[src/rtl/vp_pkg.sv]
// Shared types and defaults for the load value-prediction verify unit.
// A prediction entry pairs the load PC with the value handed to the pipeline.
package vp_pkg;

  localparam int ADDR_WIDTH       = 32;
  localparam int DATA_WIDTH       = 32;
  localparam int DEPTH_DEF        = 4;
  localparam int HOLD_CYCLES_DEF  = 3;
  localparam int CNT_WIDTH_DEF    = 16;

  typedef struct packed {
    logic [ADDR_WIDTH-1:0] pc;
    logic [DATA_WIDTH-1:0] data;
  } vp_entry_t;

  typedef enum logic [1:0] {
    ACTIVE  = 2'd0,
    RECOVER = 2'd1,
    HOLD    = 2'd2
  } vp_state_e;

endpackage

[src/rtl/vp_pred_fifo.sv]
// In-order FIFO of outstanding predictions; flush drops everything younger
// than the entry being popped in the same cycle.
module vp_pred_fifo
  import vp_pkg::*;
#(
  parameter int DEPTH = DEPTH_DEF
) (
  input  logic      clk,
  input  logic      rst_n,
  input  logic      i_push,
  input  vp_entry_t i_push_entry,
  input  logic      i_pop,
  input  logic      i_flush,
  output vp_entry_t o_head,
  output logic      o_full,
  output logic      o_empty
);

  localparam int AW = $clog2(DEPTH);
  localparam int PW = AW + 1;

  vp_entry_t         r_mem [DEPTH];
  logic [PW-1:0]     r_wr_ptr;
  logic [PW-1:0]     r_rd_ptr;
  logic [PW-1:0]     w_rd_next;

  assign w_rd_next = r_rd_ptr + PW'(i_pop);

  // Extra pointer bit distinguishes full from empty when the indices match.
  assign o_empty = (r_wr_ptr == r_rd_ptr);
  assign o_full  = (r_wr_ptr[PW-1] != r_rd_ptr[PW-1]) &&
                   (r_wr_ptr[AW-1:0] == r_rd_ptr[AW-1:0]);
  assign o_head  = r_mem[r_rd_ptr[AW-1:0]];

  always_ff @(posedge clk or negedge rst_n) begin
    if (!rst_n) begin
      r_wr_ptr <= '0;
      r_rd_ptr <= '0;
    end else begin
      r_rd_ptr <= w_rd_next;
      if (i_flush) begin
        r_wr_ptr <= w_rd_next;
      end else if (i_push) begin
        r_wr_ptr <= r_wr_ptr + PW'(1);
      end
    end
  end

  always_ff @(posedge clk) begin
    if (i_push && !i_flush) begin
      r_mem[r_wr_ptr[AW-1:0]] <= i_push_entry;
    end
  end

endmodule

[src/rtl/vp_verify_unit.sv]
// Checks completing loads against the oldest outstanding value prediction,
// trains the predictor and requests pipeline recovery on a mispredict.
module vp_verify_unit
  import vp_pkg::*;
#(
  parameter int DEPTH       = DEPTH_DEF,
  parameter int HOLD_CYCLES = HOLD_CYCLES_DEF,
  parameter int CNT_WIDTH   = CNT_WIDTH_DEF
) (
  input  logic                  clk,
  input  logic                  rst_n,
  input  logic                  pred_valid,
  input  logic [ADDR_WIDTH-1:0] pred_pc,
  input  logic [DATA_WIDTH-1:0] pred_data,
  output logic                  pred_ready,
  input  logic                  mem_valid,
  input  logic [DATA_WIDTH-1:0] mem_data,
  output logic                  recover,
  output logic [ADDR_WIDTH-1:0] recover_pc,
  output logic [DATA_WIDTH-1:0] recover_data,
  output logic                  train_valid,
  output logic [ADDR_WIDTH-1:0] train_pc,
  output logic [DATA_WIDTH-1:0] train_data,
  output logic                  train_hit,
  output logic                  spurious,
  output logic [CNT_WIDTH-1:0]  hit_count,
  output logic [CNT_WIDTH-1:0]  miss_count,
  output logic [1:0]            dbg_state
);

  localparam int HW = (HOLD_CYCLES > 1) ? $clog2(HOLD_CYCLES) : 1;

  vp_state_e             r_state;
  logic [HW-1:0]         r_hold_cnt;
  logic                  r_recover;
  logic [ADDR_WIDTH-1:0] r_recover_pc;
  logic [DATA_WIDTH-1:0] r_recover_data;
  logic                  r_train_valid;
  logic [ADDR_WIDTH-1:0] r_train_pc;
  logic [DATA_WIDTH-1:0] r_train_data;
  logic                  r_train_hit;
  logic                  r_spurious;
  logic [CNT_WIDTH-1:0]  r_hit_count;
  logic [CNT_WIDTH-1:0]  r_miss_count;

  logic                  w_active;
  logic                  w_full;
  logic                  w_empty;
  vp_entry_t             w_head;
  vp_entry_t             w_push_entry;
  logic                  w_push;
  logic                  w_pop;
  logic                  w_hit;
  logic                  w_miss;
  logic                  w_spurious;

  assign w_active     = (r_state == ACTIVE);
  assign pred_ready   = !w_full && w_active;
  assign w_push       = pred_valid && pred_ready;
  // Completions outside ACTIVE belong to the squashed path and are ignored.
  assign w_pop        = mem_valid && !w_empty && w_active;
  assign w_spurious   = mem_valid && w_empty && w_active;
  assign w_hit        = (mem_data == w_head.data);
  assign w_miss       = w_pop && !w_hit;
  assign w_push_entry = '{pc: pred_pc, data: pred_data};

  vp_pred_fifo #(
    .DEPTH (DEPTH)
  ) u_fifo (
    .clk          (clk),
    .rst_n        (rst_n),
    .i_push       (w_push),
    .i_push_entry (w_push_entry),
    .i_pop        (w_pop),
    .i_flush      (w_miss),
    .o_head       (w_head),
    .o_full       (w_full),
    .o_empty      (w_empty)
  );

  always_ff @(posedge clk or negedge rst_n) begin
    if (!rst_n) begin
      r_state        <= ACTIVE;
      r_hold_cnt     <= '0;
      r_recover      <= 1'b0;
      r_recover_pc   <= '0;
      r_recover_data <= '0;
      r_train_valid  <= 1'b0;
      r_train_pc     <= '0;
      r_train_data   <= '0;
      r_train_hit    <= 1'b0;
      r_spurious     <= 1'b0;
      r_hit_count    <= '0;
      r_miss_count   <= '0;
    end else begin
      r_train_valid <= w_pop;
      r_recover     <= w_miss;
      r_spurious    <= w_spurious;

      if (w_pop) begin
        r_train_pc   <= w_head.pc;
        r_train_data <= mem_data;
        r_train_hit  <= w_hit;
        if (w_hit) begin
          if (r_hit_count != '1) r_hit_count <= r_hit_count + CNT_WIDTH'(1);
        end else begin
          if (r_miss_count != '1) r_miss_count <= r_miss_count + CNT_WIDTH'(1);
        end
      end

      if (w_miss) begin
        r_recover_pc   <= w_head.pc;
        r_recover_data <= mem_data;
      end

      // HOLD spans HOLD_CYCLES cycles: the counter is loaded one short.
      case (r_state)
        ACTIVE: begin
          if (w_miss) r_state <= RECOVER;
        end
        RECOVER: begin
          r_state    <= HOLD;
          r_hold_cnt <= HW'(HOLD_CYCLES - 1);
        end
        HOLD: begin
          if (r_hold_cnt == '0) r_state <= ACTIVE;
          else                  r_hold_cnt <= r_hold_cnt - HW'(1);
        end
        default: r_state <= ACTIVE;
      endcase
    end
  end

  assign recover      = r_recover;
  assign recover_pc   = r_recover_pc;
  assign recover_data = r_recover_data;
  assign train_valid  = r_train_valid;
  assign train_pc     = r_train_pc;
  assign train_data   = r_train_data;
  assign train_hit    = r_train_hit;
  assign spurious     = r_spurious;
  assign hit_count    = r_hit_count;
  assign miss_count   = r_miss_count;
  assign dbg_state    = r_state;

endmodule

[config.mk]
export PLATFORM = sky130hd
export DESIGN_NAME = vp_verify_unit
export DESIGN_NICKNAME = d
export VERILOG_FILES = /design/src/rtl/vp_pkg.sv /design/src/rtl/vp_pred_fifo.sv /design/src/rtl/vp_verify_unit.sv
export SDC_FILE = /design/constraint.sdc
export NUM_CORES = 1
export LEC_CHECK = 0
export CAP_MARGIN = 5
export CORE_MARGIN = 8
export CORE_UTILIZATION = 58
export DETAILED_ROUTE_END_ITERATION = 10
export PLACE_DENSITY = 0.95
export SETUP_SLACK_MARGIN = 0.05
export SYNTH_ARGS = -nofsm -noshare
export SYNTH_HDL_FRONTEND = slang
export SYNTH_HIERARCHICAL = 1
export SYNTH_SLANG_ARGS = --single-unit
[constraint.sdc]
create_clock -name clk -period 7.27 [get_ports clk]
set_clock_uncertainty 0.1 [all_clocks]
set_input_delay 1.454 -clock clk [delete_from_list [all_inputs] [get_ports clk]]
set_output_delay 1.454 -clock clk [all_outputs]
set_load 0.01 [all_outputs]
After elaboration in Yosys (flattened, before gate mapping)

Memories as Yosys holds them, arrays and structs flattened.
Index checks and enable logic that the tools add are counted.

Logic and storage cells: 62
Bits in writable memories: 256
Memories: 1
Flip-flop bits (word level): 174

$add $sub $neg: 5
Mux-type cells: 9
Reduce and logical (&&, ||, !) cells: 21
Bitwise logic cells: 1
Equality and inequality tests: 11

Memories:

| memory       | words | bits a word | rd ports | clocked after memory_dff | wr ports | line               | source |
|---|---|---|---|---|---|---|---|
| u_fifo.r_mem | 4     | 64          | 1        | 0                        | 1        | vp_pred_fifo.sv:22 | `vp_entry_t r_mem [DEPTH];` |

Operators by type and width:

| kind                                                                | number |
|---|---|
| 16-bit by 1-bit adder with 16-bit output (second input constant)    | 2 |
| 32-bit == test                                                      | 1 |
| 16-bit != test (second input constant)                              | 2 |
| 1-bit logical AND                                                   | 9 |
| 2-bit 2-to-1 mux                                                    | 3 |
| 3-bit 2-to-1 mux                                                    | 2 |
| 2-bit one-hot mux with 3 select lines                               | 1 |
| 3-bit AND reduction                                                 | 2 |
| 1-bit zero test                                                     | 4 |
| 2-bit zero test                                                     | 2 |
| 2-bit != test (second input constant)                               | 2 |
| 2-bit one-hot mux with 2 select lines                               | 1 |
| 2-bit AND reduction                                                 | 2 |
| 2-bit nonzero test                                                  | 2 |
| 3-bit by 1-bit adder with 3-bit output                              | 1 |
| 3-bit by 1-bit adder with 3-bit output (second input constant)      | 1 |
| 3-bit == test                                                       | 1 |
| 2-bit by 1-bit == test with 1-bit output (second input constant)    | 1 |
| 2-bit == test                                                       | 1 |
| 2-bit == test (second input constant)                               | 1 |
| 1-bit 2-to-1 mux                                                    | 2 |
| 2-bit by 1-bit != test with 1-bit output (second input constant)    | 1 |
| 2-bit by 1-bit subtractor with 2-bit output (second input constant) | 1 |
| 1-bit != test                                                       | 1 |
| 1-bit NOT                                                           | 1 |

Longest topological paths before layout

Word-level depth: 9
Depth in mapped cells: 12
Depth with buffers taken out: 8

Cells and area by module

The synthesis kept the hierarchy.

By module, submodules not included:

| module         | cells an instance | instances | area an instance (µm²) |
|---|---|---|---|
| vp_pred_fifo   | 369               | 1         | 9613.0 |
| vp_verify_unit | 496               | 1         | 7015.5 |

Worst setup path before layout

No wires, ideal clock.

Path kind: input to register
Start: input port mem_data[20]
End: memory u_fifo/r_mem[0][0] in the netlist's numbering (enable)
Arrival time: 4320 ps
Stages: 9
Data required time: 6741 ps
Setup time: 429 ps
Slack: 2421 ps
Path through: xnor2_1 -> nand4_1 -> nor4_2 -> a211o_1 -> buf_6 -> buf_2 -> inv_1 -> nor2b_1 -> and2_1

Cells in the longest elaborated chain, start to end: 7

RTL lines:

| element                                | line                 | source |
|---|---|---|
| start: declaration                     | vp_verify_unit.sv:17 | `input logic [DATA_WIDTH-1:0] mem_data,` |
| 32-bit == test                         | vp_verify_unit.sv:63 | `assign w_hit = (mem_data == w_head.data);` |
| 1-bit zero test                        | vp_verify_unit.sv:64 | `assign w_miss = w_pop && !w_hit;` |
| 1-bit logical AND                      | vp_verify_unit.sv:64 |  |
| net w_miss                             | vp_verify_unit.sv:54 | `logic w_miss;` |
| 1-bit zero test                        | vp_pred_fifo.sv:50   | `if (i_push && !i_flush) begin` |
| 1-bit logical AND                      | vp_pred_fifo.sv:50   |  |
| 1-bit 2-to-1 mux                       | vp_pred_fifo.sv:50   |  |
| 1-bit 2-to-1 mux (not written as such) | vp_pred_fifo.sv:51   | `r_mem[r_wr_ptr[AW-1:0]] <= i_push_entry;` |
| end: declaration                       | vp_pred_fifo.sv:22   |  |

The timed path passes the listed nets, and every way through them passes these cells.

==> run_results.csv <==
group,metric,value,unit
clocking,cts_num_sinks,430,
timing,hold_viol,0,
critical_path,startpoint_type,"flop",
floorplanning,die_w,185,um
timing,period_share,69.5,%
global_route,grt_usage,21.7,%
worst_hold_path,hold_path_class,"flop to flop",
timing,finalCriticalPeriod,5.05,ns
global_route,grt_overflow_total,0,
critical_path,crit_path_end_kind,"flop",
pwr,power_density,421,mW/mm^2
pwr,cellLeakagePower,7.70,nW
pwr,ir_drop,294,uV
critical_path,path_max_fanout,64,
floorplanning,rows,62,
yosys,yosysMostFrequentCell,"edfxtp_1",
pwr,power,8.85,mW
timing,hold_slack,0.401,ns
routing,detail-route-antenna-nets,0,
yosys,netlist-cell-type-count,35,
critical_path,critPathMaxStageDelay,0.82,ns
clocking,root_buffer,"clkbuf_16",
yosys,synth.area.top_cells,"edfxtp_1 46%, dfrtp_1 26%, mux2_2 8.8%",
yosys,synth_top_area_share,46.2,%
global_route,grt_pass1_wl,56400,um
yosys,ys_ff_latch,430,
critical_path,worstPathRequired,7.31,ns
routing,drt_iter0_drc,557,
cells_and_area,synthToLayoutAreaGrowth,26.4,%
yosys,synthesis.area,0.0166,mm^2
routing,routed_wl,37100,um
critical_path,worstPathArrival,5.09,ns
routing,firstDrtPassIters,4,
critical_path,critPathSlowestCell,"and2_4",
cells_and_area,fillers,1620,
yosys,ys_warn_count,6,
yosys,async_flop_share,40.5,%
routing,drc_errors,0,
timing,max_freq,198,MHz
routing,via_per_inst,5.70,
timing,slew_headroom,29.7,%
floorplanning,start_util,58.4,%
routing,via_count,8965,
global_route,grt_pass1_vias,9693,
yosys,avgSynthCellArea,19.2,um^2
timing,drv_slew,0,
clocking,numCtsBuffers,42,
yosys,syn_nets,974,
global_route,use_met3,6.06,%
floorplanning,coreArea,0.0285,mm^2
clocking,post_cts_resized,0,
worst_hold_path,hold_path.startpoint,"recover_pc[25]",
floorplanning,die_area,0.0343,mm^2
clocking,cts_tree,"done",
clocking,clkTransAtPathRegs,0.06,ns
placed_design,place_congestion,0.792,
floorplanning,io_pins,267,
critical_path,criticalPathCategory,"flop to flop",
critical_path,r2r-start,"u_fifo/r_rd_ptr[0]",
timing,setup-violations-final,0,
yosys,synthFlopType,"edfxtp_1",
global_route,antenna_found_initial,8,
clocking,clock_path_buffers,3,
global_route,met1_usage,25.9,%
yosys,yosys-top-cells-count,"256 x edfxtp_1, 174 x dfrtp_1, 130 x mux2_2",
cells_and_area,final_net_count,1260,
global_route,grt-busiest-layer,"met2",
critical_path,path_cells,"buf_4 > mux4_2 > xnor2_1 > nand4_1 > nor4_2 > a211o_4 > inv_1 > nor2b_1 > and2_4",
job,drv_cap,0,
placed_design,pre_cts_ws,1.83,ns
clocking,cts_max_level,2,
yosys,synth_area_leader_cell,"edfxtp_1",
placed_design,portBuffers,266,
yosys,syn_inst,865,
yosys,synth-seq-area-share,72.4,%
timing,rsz0062_at_grt,"no",
yosys,synth-edff-count,256,
floorplanning,die_h,185,um
critical_path,cp-startpoint,"u_fifo/r_rd_ptr[0]",
global_route,grt.met2_usage,37.1,%
clocking,postCtsSetupBuffers,0,
outcome,status,"completed",
cells_and_area,drive_gt1_share,23.6,%
clocking,cts.hold.buffers_added,0,
clocking,clk_latency,0.53,ns
timing,setup-tns-final,0,ns
routing,wl_per_cell,23.6,um
timing,worst_pin_slew,1.05,ns
timing,fin_ws,2.22,ns
placed_design,post-dp-hpwl,24100,um
global_route,grt_max_degree,76,
cell type report:
type / count / area, um^2 / area share, %
sequential: 430 / 12000 / 57.3
multi-input combinational: 389 / 4350 / 20.7
timing repair buffer: 275 / 2730 / 13.0
clock buffer: 60 / 1170 / 5.56
tap: 384 / 480 / 2.29
clock inverter: 17 / 186 / 0.887
inverter: 13 / 48.8 / 0.232
antenna: 5 / 12.5 / 0.0595
power breakdown:
part	switching (mW)	leakage, nW	internal, mW	total, mW
Clock	0.874	0.654	1.26	2.14
Sequential	0.377	4.42	3.27	3.65
Combinational	1.33	2.63	1.73	3.06
stage by stage:
| step | util, % | std cells | instance area (um^2) |
|---|---|---|---|
| after floorplan | - | 865 | 16600 |
| after global placement | 69.0 | 1491 | 19700 |
| after detailed placement | 69.0 | 1491 | 19700 |
| after CTS | 73.8 | 1568 | 21000 |
| after global routing | 73.8 | 1572 | 21000 |
| final | 73.8 | 1573 | 21000 |
layout by cell type (no fill, tap or decap), types with 2 or more instances in the layout:
master and count:
nor3b_1 2, dfrtp_1 172, nand3_1 9, ha_1 9, clkinv_1 6, mux2_2 130
nor3_1 22, clkdlybuf4s50_1 265, clkinvlp_4 2, nand4_1 14, nor4_2 4, and2_4 4
or2_2 2, bufinv_16 4, nor2_1 14, xnor2_1 38, inv_1 13, and3_1 2
o21ai_0 3, nor2b_1 2, mux4_2 64, clkinv_2 4, diode_2 5, clkbuf_8 3
buf_4 9, nor4_4 3, xor2_1 29, dfrtp_4 2, edfxtp_1 256, nor4_1 3
clkbuf_1 14, nand2_1 23, clkbuf_16 43
flip-flops by register name (all words and copies together) (netlist names):
register	cells
u_fifo/r_mem	256
recover_data	32
recover_pc	32
train_data	32
train_pc	32
hit_count	16
miss_count	16
u_fifo/r_rd_ptr	3
u_fifo/r_wr_ptr	3
dbg_state	2
r_hold_cnt	2
recover	1
spurious	1
train_hit	1
train_valid	1
metal layers:
| metal | up-vias | share of wire [%] |
|---|---|---|
| met5 | - | 0.11 |
| met1 | 4628 | 38 |
| met3 | 89 | 7.7 |
| met4 | 6 | 3.8 |
| met2 | 339 | 50 |
| li1 | 3903 | - |
worst max-delay path, delay by kind of cell (launching register included):
kind            cells  cell delay [ns]
mux                 1             0.56
flops               1             0.78
buf+inv             2             0.69
compound gates      1             0.46
simple gates        4             1.68
xor+xnor            1             0.22
cell families (layout without fill, tap and decap cells):
| kind of cell | after synthesis | count (layout) | share of synthesized area, % |
|---|---|---|---|
| XOR/XNOR | 67 | 67 | 3.53 |
| adder cells (fa/ha/maj) | 9 | 9 | 0.677 |
| multiplexers | 196 | 196 | 17.6 |
| flip-flops | 430 | 430 | 72.4 |
| AND/OR/NAND/NOR | 109 | 109 | 3.81 |
| other | 0 | 5 | 0 |
| AO/OA/AOI/OAI | 8 | 8 | 0.331 |
| buffers and inverters | 46 | 365 | 1.61 |
path summary, 6_finish.rpt:
path,slack [ns],to,cells after the start
worst max-delay path,2.22,u_fifo/r_mem[0][39],9
worst max register to register,2.22,u_fifo/r_mem[0][39],9
max in group asynchronous,5.08,u_fifo/r_rd_ptr[1],2
min in group asynchronous,0.69,miss_count[6],1
worst min-delay path,0.40,recover_pc[25],1
worst min register to register,0.40,recover_pc[25],1
Note: power is estimated with default switching activity, not from simulation.
